--- config.mk ---
export PLATFORM = sky130hd
export DESIGN_NAME = alarm_beeper
export DESIGN_NICKNAME = d
export VERILOG_FILES = /design/src/rtl/alarm_pkg.sv /design/src/rtl/sync_2ff.sv /design/src/rtl/alarm_beeper.sv
export SDC_FILE = /design/constraint.sdc
export NUM_CORES = 1
export LEC_CHECK = 0
export ABC_AREA = 1
export CORE_ASPECT_RATIO = 1.2
export CORE_UTILIZATION = 30
export CTS_BUF_LIST = sky130_fd_sc_hd__clkbuf_8 sky130_fd_sc_hd__clkbuf_16
export DETAILED_ROUTE_END_ITERATION = 8
export HOLD_SLACK_MARGIN = 0.15
export PLACE_DENSITY = 0.44
export RECOVER_POWER = 100
export SKIP_LAST_GASP = 1
export SYNTH_ARGS = -nofsm -noshare
export SYNTH_HDL_FRONTEND = slang
export SYNTH_SLANG_ARGS = --single-unit
--- constraint.sdc ---
create_clock -name clk -period 2.5 [get_ports clk]
set_clock_uncertainty 0.2 [all_clocks]
set_input_delay 0.5 -clock clk [delete_from_list [all_inputs] [get_ports clk]]
set_output_delay 0.5 -clock clk [all_outputs]
set_load 0.02 [all_outputs]
--- src/rtl/alarm_pkg.sv ---
// -----------------------------------------------------------------------------
// alarm_pkg
// Shared definitions for the alarm beeper: FSM state encoding, default cycle
// constants and small helpers for sizing the down-counters.
// -----------------------------------------------------------------------------
package alarm_pkg;

    typedef enum logic [1:0] {
        ST_IDLE  = 2'd0,
        ST_BEEP  = 2'd1,
        ST_GAP   = 2'd2,
        ST_PAUSE = 2'd3
    } alarm_state_e;

    localparam int unsigned TONE_HALF_DEF = 25000;
    localparam int unsigned BEEP_CYC_DEF  = 25000000;
    localparam int unsigned GAP_CYC_DEF   = 25000000;
    localparam int unsigned PAUSE_CYC_DEF = 100000000;
    localparam int unsigned BURST_N_DEF   = 4;
    localparam int unsigned BURST_MAX     = 8;

    function automatic int unsigned max3(input int unsigned a, input int unsigned b,
                                         input int unsigned c);
        int unsigned m;
        m = (a > b) ? a : b;
        return (m > c) ? m : c;
    endfunction

    // Bits needed to hold the values 0 .. n-1 (a down-counter reloaded with n-1).
    function automatic int unsigned cnt_width(input int unsigned n);
        return (n <= 1) ? 1 : $clog2(n);
    endfunction

endpackage

--- src/rtl/sync_2ff.sv ---
// -----------------------------------------------------------------------------
// sync_2ff
// Two-flop synchronizer bringing an asynchronous level into the clk domain.
// Ports:
//   clk    in  system clock
//   rst_n  in  asynchronous active-low reset (clears both flops)
//   d      in  asynchronous level
//   q      out synchronized level, two clk edges behind d
// -----------------------------------------------------------------------------
module sync_2ff (
    input  logic clk,
    input  logic rst_n,
    input  logic d,
    output logic q
);

    logic meta_q;
    logic sync_q;

    always_ff @(posedge clk or negedge rst_n) begin
        if (!rst_n) begin
            meta_q <= 1'b0;
            sync_q <= 1'b0;
        end else begin
            meta_q <= d;
            sync_q <= meta_q;
        end
    end

    assign q = sync_q;

endmodule

--- src/rtl/alarm_beeper.sv ---
// -----------------------------------------------------------------------------
// alarm_beeper
// Drives a piezo with bursts of square-wave beeps while the alarm level is high.
// A burst is a number of beeps separated by silent gaps, followed by a long pause.
//
// Ports:
//   clk        in  system clock
//   rst_n      in  asynchronous active-low reset
//   alarming   in  alarm level from another clock domain
//   buzzer     out registered square-wave drive
//   beeping    out high whenever the FSM is not IDLE
//   burst_cnt  out completed bursts since the alarm started, saturating at 255
//
// Build option:
//   ALARM_BEEPER_ESCALATE_EN  each burst gets one more beep than the previous,
//                             up to 8 (limit = min(BURST_N + burst_cnt, 8)).
//
// state | meaning
// IDLE  | alarm not active, outputs silent
// BEEP  | tone playing, buzzer toggling every TONE_HALF cycles
// GAP   | silence between beeps of one burst
// PAUSE | silence after a complete burst
// -----------------------------------------------------------------------------
module alarm_beeper
    import alarm_pkg::*;
#(
    parameter int unsigned TONE_HALF = TONE_HALF_DEF,
    parameter int unsigned BEEP_CYC  = BEEP_CYC_DEF,
    parameter int unsigned GAP_CYC   = GAP_CYC_DEF,
    parameter int unsigned PAUSE_CYC = PAUSE_CYC_DEF,
    parameter int unsigned BURST_N   = BURST_N_DEF
) (
    input  logic       clk,
    input  logic       rst_n,
    input  logic       alarming,
    output logic       buzzer,
    output logic       beeping,
    output logic [7:0] burst_cnt
);

    localparam int unsigned PH_W = cnt_width(max3(BEEP_CYC, GAP_CYC, PAUSE_CYC));
    localparam int unsigned TN_W = cnt_width(TONE_HALF);

    localparam logic [PH_W-1:0] PH_BEEP   = PH_W'(BEEP_CYC - 1);
    localparam logic [PH_W-1:0] PH_GAP    = PH_W'(GAP_CYC - 1);
    localparam logic [PH_W-1:0] PH_PAUSE  = PH_W'(PAUSE_CYC - 1);
    localparam logic [TN_W-1:0] TN_RELOAD = TN_W'(TONE_HALF - 1);

    logic            alarm_s;
    alarm_state_e    state_q;
    logic            buzzer_q;
    logic            beeping_q;
    logic [7:0]      burst_cnt_q;
    logic [2:0]      idx_q;
    logic [PH_W-1:0] phase_q;
    logic [TN_W-1:0] tone_q;
    logic [3:0]      limit_d;

    sync_2ff u_sync (
        .clk   (clk),
        .rst_n (rst_n),
        .d     (alarming),
        .q     (alarm_s)
    );

`ifdef ALARM_BEEPER_ESCALATE_EN
    logic [8:0] lim_sum;
    assign lim_sum = 9'(BURST_N) + {1'b0, burst_cnt_q};
    assign limit_d = (lim_sum > 9'(BURST_MAX)) ? 4'(BURST_MAX) : lim_sum[3:0];
`else
    assign limit_d = 4'(BURST_N);
`endif

    always_ff @(posedge clk or negedge rst_n) begin
        if (!rst_n) begin
            state_q     <= ST_IDLE;
            buzzer_q    <= 1'b0;
            beeping_q   <= 1'b0;
            burst_cnt_q <= 8'd0;
            idx_q       <= 3'd0;
            phase_q     <= '0;
            tone_q      <= '0;
        end else if (!alarm_s) begin
            // burst_cnt is deliberately kept so software can read it after the alarm ends
            state_q   <= ST_IDLE;
            buzzer_q  <= 1'b0;
            beeping_q <= 1'b0;
            idx_q     <= 3'd0;
            phase_q   <= '0;
            tone_q    <= '0;
        end else begin
            case (state_q)
                ST_IDLE: begin
                    state_q     <= ST_BEEP;
                    buzzer_q    <= 1'b1;
                    beeping_q   <= 1'b1;
                    burst_cnt_q <= 8'd0;
                    idx_q       <= 3'd0;
                    phase_q     <= PH_BEEP;
                    tone_q      <= TN_RELOAD;
                end
                ST_BEEP: begin
                    if (phase_q == '0) begin
                        state_q  <= ST_GAP;
                        buzzer_q <= 1'b0;
                        phase_q  <= PH_GAP;
                    end else begin
                        phase_q <= phase_q - PH_W'(1);
                        if (tone_q == '0) begin
                            buzzer_q <= ~buzzer_q;
                            tone_q   <= TN_RELOAD;
                        end else begin
                            tone_q <= tone_q - TN_W'(1);
                        end
                    end
                end
                ST_GAP: begin
                    if (phase_q == '0) begin
                        if ((4'(idx_q) + 4'd1) < limit_d) begin
                            state_q  <= ST_BEEP;
                            buzzer_q <= 1'b1;
                            idx_q    <= idx_q + 3'd1;
                            phase_q  <= PH_BEEP;
                            tone_q   <= TN_RELOAD;
                        end else begin
                            state_q <= ST_PAUSE;
                            phase_q <= PH_PAUSE;
                            if (burst_cnt_q != 8'hFF) begin
                                burst_cnt_q <= burst_cnt_q + 8'd1;
                            end
                        end
                    end else begin
                        phase_q <= phase_q - PH_W'(1);
                    end
                end
                ST_PAUSE: begin
                    if (phase_q == '0) begin
                        state_q  <= ST_BEEP;
                        buzzer_q <= 1'b1;
                        idx_q    <= 3'd0;
                        phase_q  <= PH_BEEP;
                        tone_q   <= TN_RELOAD;
                    end else begin
                        phase_q <= phase_q - PH_W'(1);
                    end
                end
                default: begin
                    state_q   <= ST_IDLE;
                    buzzer_q  <= 1'b0;
                    beeping_q <= 1'b0;
                end
            endcase
        end
    end

    assign buzzer    = buzzer_q;
    assign beeping   = beeping_q;
    assign burst_cnt = burst_cnt_q;

endmodule

# Word level (Yosys, flattened, before mapping)
# Index checks and enable logic that the tools add are counted.
[op_classes]
add_sub_neg = 5
reduce_logical = 10
eq_ne = 15
n_bitwise = 1
mux = 36
magnitude_cmp = 1
[op_table]
columns = ["operator", "count"]
rows = [
  ["$mux 27", 4],
  ["$mux 15", 6],
  ["$pmux 27 s3", 1],
  ["$pmux 15 s4", 1],
  ["$logic_not 27->1", 1],
  ["$sub 27x1->27 const B", 1],
  ["$mux 8", 3],
  ["$pmux 8 s2", 1],
  ["$logic_not 15->1", 1],
  ["$ne 3x3->1 const B", 5],
  ["$sub 15x1->15 const B", 1],
  ["$mux 3", 4],
  ["$reduce_and 4->1", 3],
  ["$mux 2", 5],
  ["$pmux 3 s3", 1],
  ["$add 8x1->8 const B", 1],
  ["$mux 1", 8],
  ["$ne 2x2->1 const B", 4],
  ["$ne 4x4->1 const B", 2],
  ["$ne 8x8->1 const B", 1],
  ["$pmux 2 s4", 1],
  ["$reduce_and 5->1", 1],
  ["$add 3x1->4 const B", 1],
  ["$eq 2x2->1 const B", 2],
  ["other kinds (9)", 9],
]
[word_totals]
regBits = 59
in_bits = 3
wordCells = 77

# Longest topological paths before layout
[depth]
ltp_word = 6
depth_mapped = 12
ltp_nobuf = 12

# Cells and area by module
# Synthesis repeated with hierarchy kept, for this count alone.
[hier_totals]
hier_cells = 548
area_unflattened_um2 = 3849.9
[by_module_without_submodules]
columns = ["module", "area_each_um2", "seq_area_each_um2", "cells_per_inst", "instances"]
rows = [
  ["alarm_beeper", 3799.9, 1426.4, 546, 1],
  ["sync_2ff", 50.0, 50.0, 2, 1],
]

# Worst setup path before layout
# No wires, ideal clock.
[synth_timing]
kind = "reg2reg"
from = "reg idx_q[0]"
to = "reg burst_cnt_q[0], in the netlist burst_cnt[0]"
stages_incl_launch_ff = 9
arrival_time_ns = 1.537
required_ns = 2.182
setup_slack_ns = 0.646
period_less_slack_ns = 1.854
path_buffers = 0
path_cell_list = "dfrtp_1 ha_1 or2_1 nand3_1 inv_1 o21ai_4 nand3_4 nand2_1 nand2_1"
[synth_between]
elab_chain_len = 4
[synth_lines]
columns = ["item", "line", "rtl"]
rows = [
  ["from (decl)", "alarm_beeper.sv:54", "logic [2:0] idx_q;"],
  ["from (signal assigned)", "alarm_beeper.sv:122", "idx_q <= idx_q + 3'd1;"],
  ["$add 3x1->4", "alarm_beeper.sv:119", "if ((4'(idx_q) + 4'd1) < limit_d) begin"],
  ["$lt 4x3->1", "alarm_beeper.sv:119", ""],
  ["$ne 2x2->1 (no source line)", "--", ""],
  ["$reduce_and 5->1 (no source line)", "--", ""],
  ["to (signal assigned)", "alarm_beeper.sv:129", "burst_cnt_q <= burst_cnt_q + 8'd1;"],
  ["to (decl)", "alarm_beeper.sv:53", "logic [7:0] burst_cnt_q;"],
]
# Every way passes these cells.
# A chain may end at the register's enable or synchronous reset.

# Worst setup path after layout
[layout_timing]
from = "reg phase_q[0]"
to = "reg burst_cnt_q[0], in the netlist burst_cnt[0]"
[layout_between]
elab_chain_len = 3
[layout_lines]
columns = ["item", "line", "rtl"]
rows = [
  ["from (decl)", "alarm_beeper.sv:55", "logic [PH_W-1:0] phase_q;"],
  ["from (signal assigned)", "alarm_beeper.sv:108", "phase_q <= phase_q - PH_W'(1);"],
  ["from (signal assigned)", "alarm_beeper.sv:133", "phase_q <= phase_q - PH_W'(1);"],
  ["from (signal assigned)", "alarm_beeper.sv:144", "phase_q <= phase_q - PH_W'(1);"],
  ["$logic_not 27->1", "alarm_beeper.sv:118", "if (phase_q == '0) begin"],
  ["$ne 2x2->1 (no source line)", "--", ""],
  ["$reduce_and 5->1 (no source line)", "--", ""],
]
# Every way passes these cells.

==> results_dict.tcl <==
set metrics [dict create \
    drive_gt1_share_pct 11.93 \
    grt-ovfl-total 0 \
    n_fill_cell 1384 \
    htreeDepth 3 \
    synth_ff_type "dfrtp_1" \
    arrival_ns 2.28 \
    holdCritStartpoint "u_sync.meta_q$_DFF_PN0_" \
    crit_type "reg2reg" \
    first_iter_violations 126 \
    clk_latency_ns 0.34 \
    finalHoldViolations 0 \
    post_cts_buffers 0 \
    synth_seq_area_share_pct 36.89 \
    place_inst 742 \
    synth_edf_count 0 \
    syn_nets 583 \
    core_um2 12840 \
    worstSetupStartpoint "phase_q[0]$_DFF_PN0_" \
    synthTopCellsByArea "dfrtp_1, nand2_1, nor2_1" \
    p_leak_nw 2.282 \
    setup_viol 0 \
    post-route-min-period_ns 2.253 \
    crit_path_cell_trace "inv_1, ha_1, inv_1, nor2_1, nand2_2, nor2_4, nand2_4, o21ai_2, nand3_4, nand2_1, nand2_1" \
    rrSetupSlack_ns 0.25 \
    reg2regPathDepth 11 \
    ir_drop_mv 0.4560 \
    setup_slack_ns 0.2474 \
    drv_slew 0 \
    grt_busiest_layer "met2" \
    diodes 0 \
    portBuffers 12 \
    setup-tns-final_ns 0 \
    crit_path_start_kind "register" \
    placementRows 45 \
    cap_viol_max_count 0 \
    whs_ns 0.1520 \
    track_usage_pct 16.82 \
    cts_root_buf "clkbuf_16" \
    grt_pass1_vias 3536 \
    rsz0062_at_grt "no" \
    fp.dieArea_um2 13810 \
    outcome "completed" \
    p_per_area_nw_per_um2 976.9 \
    max_freq_ghz 0.4439 \
    fin_cells 759 \
    crit_end "burst_cnt[0]$_DFFE_PN0P_" \
    min_period_over_period_pct 90.11 \
    critPathSlowestCell "o21ai_2" \
    dr.pass1.iters 4 \
    grt_pass1_wl_mm 17.70 \
    area.sequential_um2 1476 \
    ioPinCount 13 \
    ys_ff_latch 59 \
    grt_util_met1_pct 20.23 \
    die_h_um 128.5 \
    grt_max_degree 60 \
    r2r_end "burst_cnt[0]$_DFFE_PN0P_" \
    fin_nets 602 \
    routedWlPerCell_um 13.88 \
    grt_use_met2_pct 29.34 \
    reg2reg_from "phase_q[0]$_DFF_PN0_" \
    start_util_pct 31.18 \
    ys_top_cells_by_count "nand2_1, nor2_1, dfrtp_1" \
    avgSynthCellArea_um2 7.010 \
    vias 3592 \
    dp_slack_ns 0.3033 \
    synth_cell_types 35 \
    yosys.cell_count.top_type "nand2_1" \
    clock_path_buffers 2 \
    area_growth_syn_to_layout_pct 15.13 \
    hold_buffers 1 \
    cts-resized-gates 0 \
    post-dp-hpwl_mm 7.526 \
    synthesis.area_um2 4003 \
    wl_mm 10.53 \
    synthCells 571 \
    clkSinkCount 59 \
    multi_input_area_um2 2201 \
    tightestPinTransition_ns 0.8750 \
    drc 0 \
    die_x_um 107.4 \
    synthArstFlopShare_pct 100.0 \
    crit_required_ns 2.53 \
    antenna_found_initial 0 \
    synth.top_cell.area_share_pct 36.89 \
    met3_usage_pct 2.736 \
    clk_pin_slew_ns 0.05 \
    antenna_left 0 \
    cts_buffers 9 \
    ys.warnings.count 0 \
    slew_headroom_pct 41.67 \
    gp_congestion 0.8445 \
    end_kind "register" \
    slowest_delay_ns 0.42 \
    yosys.area.top_type "dfrtp_1" \
    via_per_inst 4.733 \
    critPathMaxFanout 9 \
    tritoncts "yes" \
    hold_class "reg2reg" \
]
power by group:
group | switching (mW) | internal, mW
combinational | 1.19 | 0.601
sequential | 0.227 | 1.14
clock | 0.476 | 0.870
per-layer routing:
metal | routed length (um) | up-vias
li1 | - | 1866
met1 | 4780 | 1646
met2 | 5167 | 64
met3 | 395 | 16
met4 | 191 | 0
met5 | 0 | -
state kept, by name, indices dropped and copies added, names as in the netlist:
name / cells
phase_q: 27
state_q: 2
tone_q: 15
idx_q: 3
burst_cnt: 8
u_sync.meta_q: 1
u_sync.q: 1
beeping: 1
buzzer: 1
cells by family after synthesis:
logic type / Yosys count / share of synthesized area (%)
xor gates and xnor gates: 16 / 3.501
AOI/OAI and AO/OA: 48 / 7.128
adders and majority gates: 9 / 2.813
and+or+nand+nor: 367 / 42.29
buffers and inverters: 72 / 7.377
DFF: 59 / 36.89
worst max-delay path, delay by kind of cell, from the launching register on:
family,cells,cell delay (ns)
AOI/OAI and AO/OA,1,0.42
adders and majority gates,1,0.20
buffers and inverters,2,0.15
DFF,1,0.36
and+or+nand+nor,7,0.82
worst min-delay path by stage:
stage,slack (ns),to,depth (start not counted)
after floorplan,0.004,beeping$_DFFE_PN0N_,0
after global placement,0.14,u_sync.q$_DFF_PN0_,0
after detailed placement,0.14,u_sync.q$_DFF_PN0_,0
after CTS,0.15,u_sync.q$_DFF_PN0_,0
after global routing,0.16,u_sync.q$_DFF_PN0_,0
final,0.15,u_sync.q$_DFF_PN0_,0
placed cells by master, fill, tap and decap left out, types with 5 or more instances in the layout:
cell type / synthesis / final
nand2_1: 161 / 164
nor2_1: 88 / 89
dfrtp_1: 59 / 59
inv_1: 50 / 52
nand3_1: 48 / 49
nand4_1: 23 / 23
a21oi_1: 20 / 20
o21ai_0: 16 / 17
dlygate4sd3_1: 0 / 12
xor2_1: 9 / 9
o21ai_2: 8 / 9
ha_1: 9 / 9
clkbuf_16: 0 / 9
nor2_2: 9 / 8
nand2_2: 10 / 7
xnor2_1: 7 / 7
or2_2: 6 / 6
nor2_4: 5 / 5
buf_4: 1 / 5
through the flow:
step                      area (um2)  total power [mW]  util, %
after floorplan                 4003             2.716        -
after global placement          4335             3.211    33.77
after detailed placement        4335             3.212    33.77
after CTS                       4662             4.592    36.32
after global routing            4608             4.851    35.90
final                           4608             4.502    35.90
final cells by class:
| type | instances | area share [%] |
|---|---|---|
| Clock inverter | 7 | 1.982 |
| Tap cell | 164 | 4.453 |
| Inverter | 59 | 4.833 |
| Sequential cell | 59 | 32.04 |
| Multi-Input combinational cell | 440 | 47.76 |
| Clock buffer | 9 | 4.887 |
| Timing Repair Buffer | 21 | 4.046 |
Power figures use the tool's default switching activity.
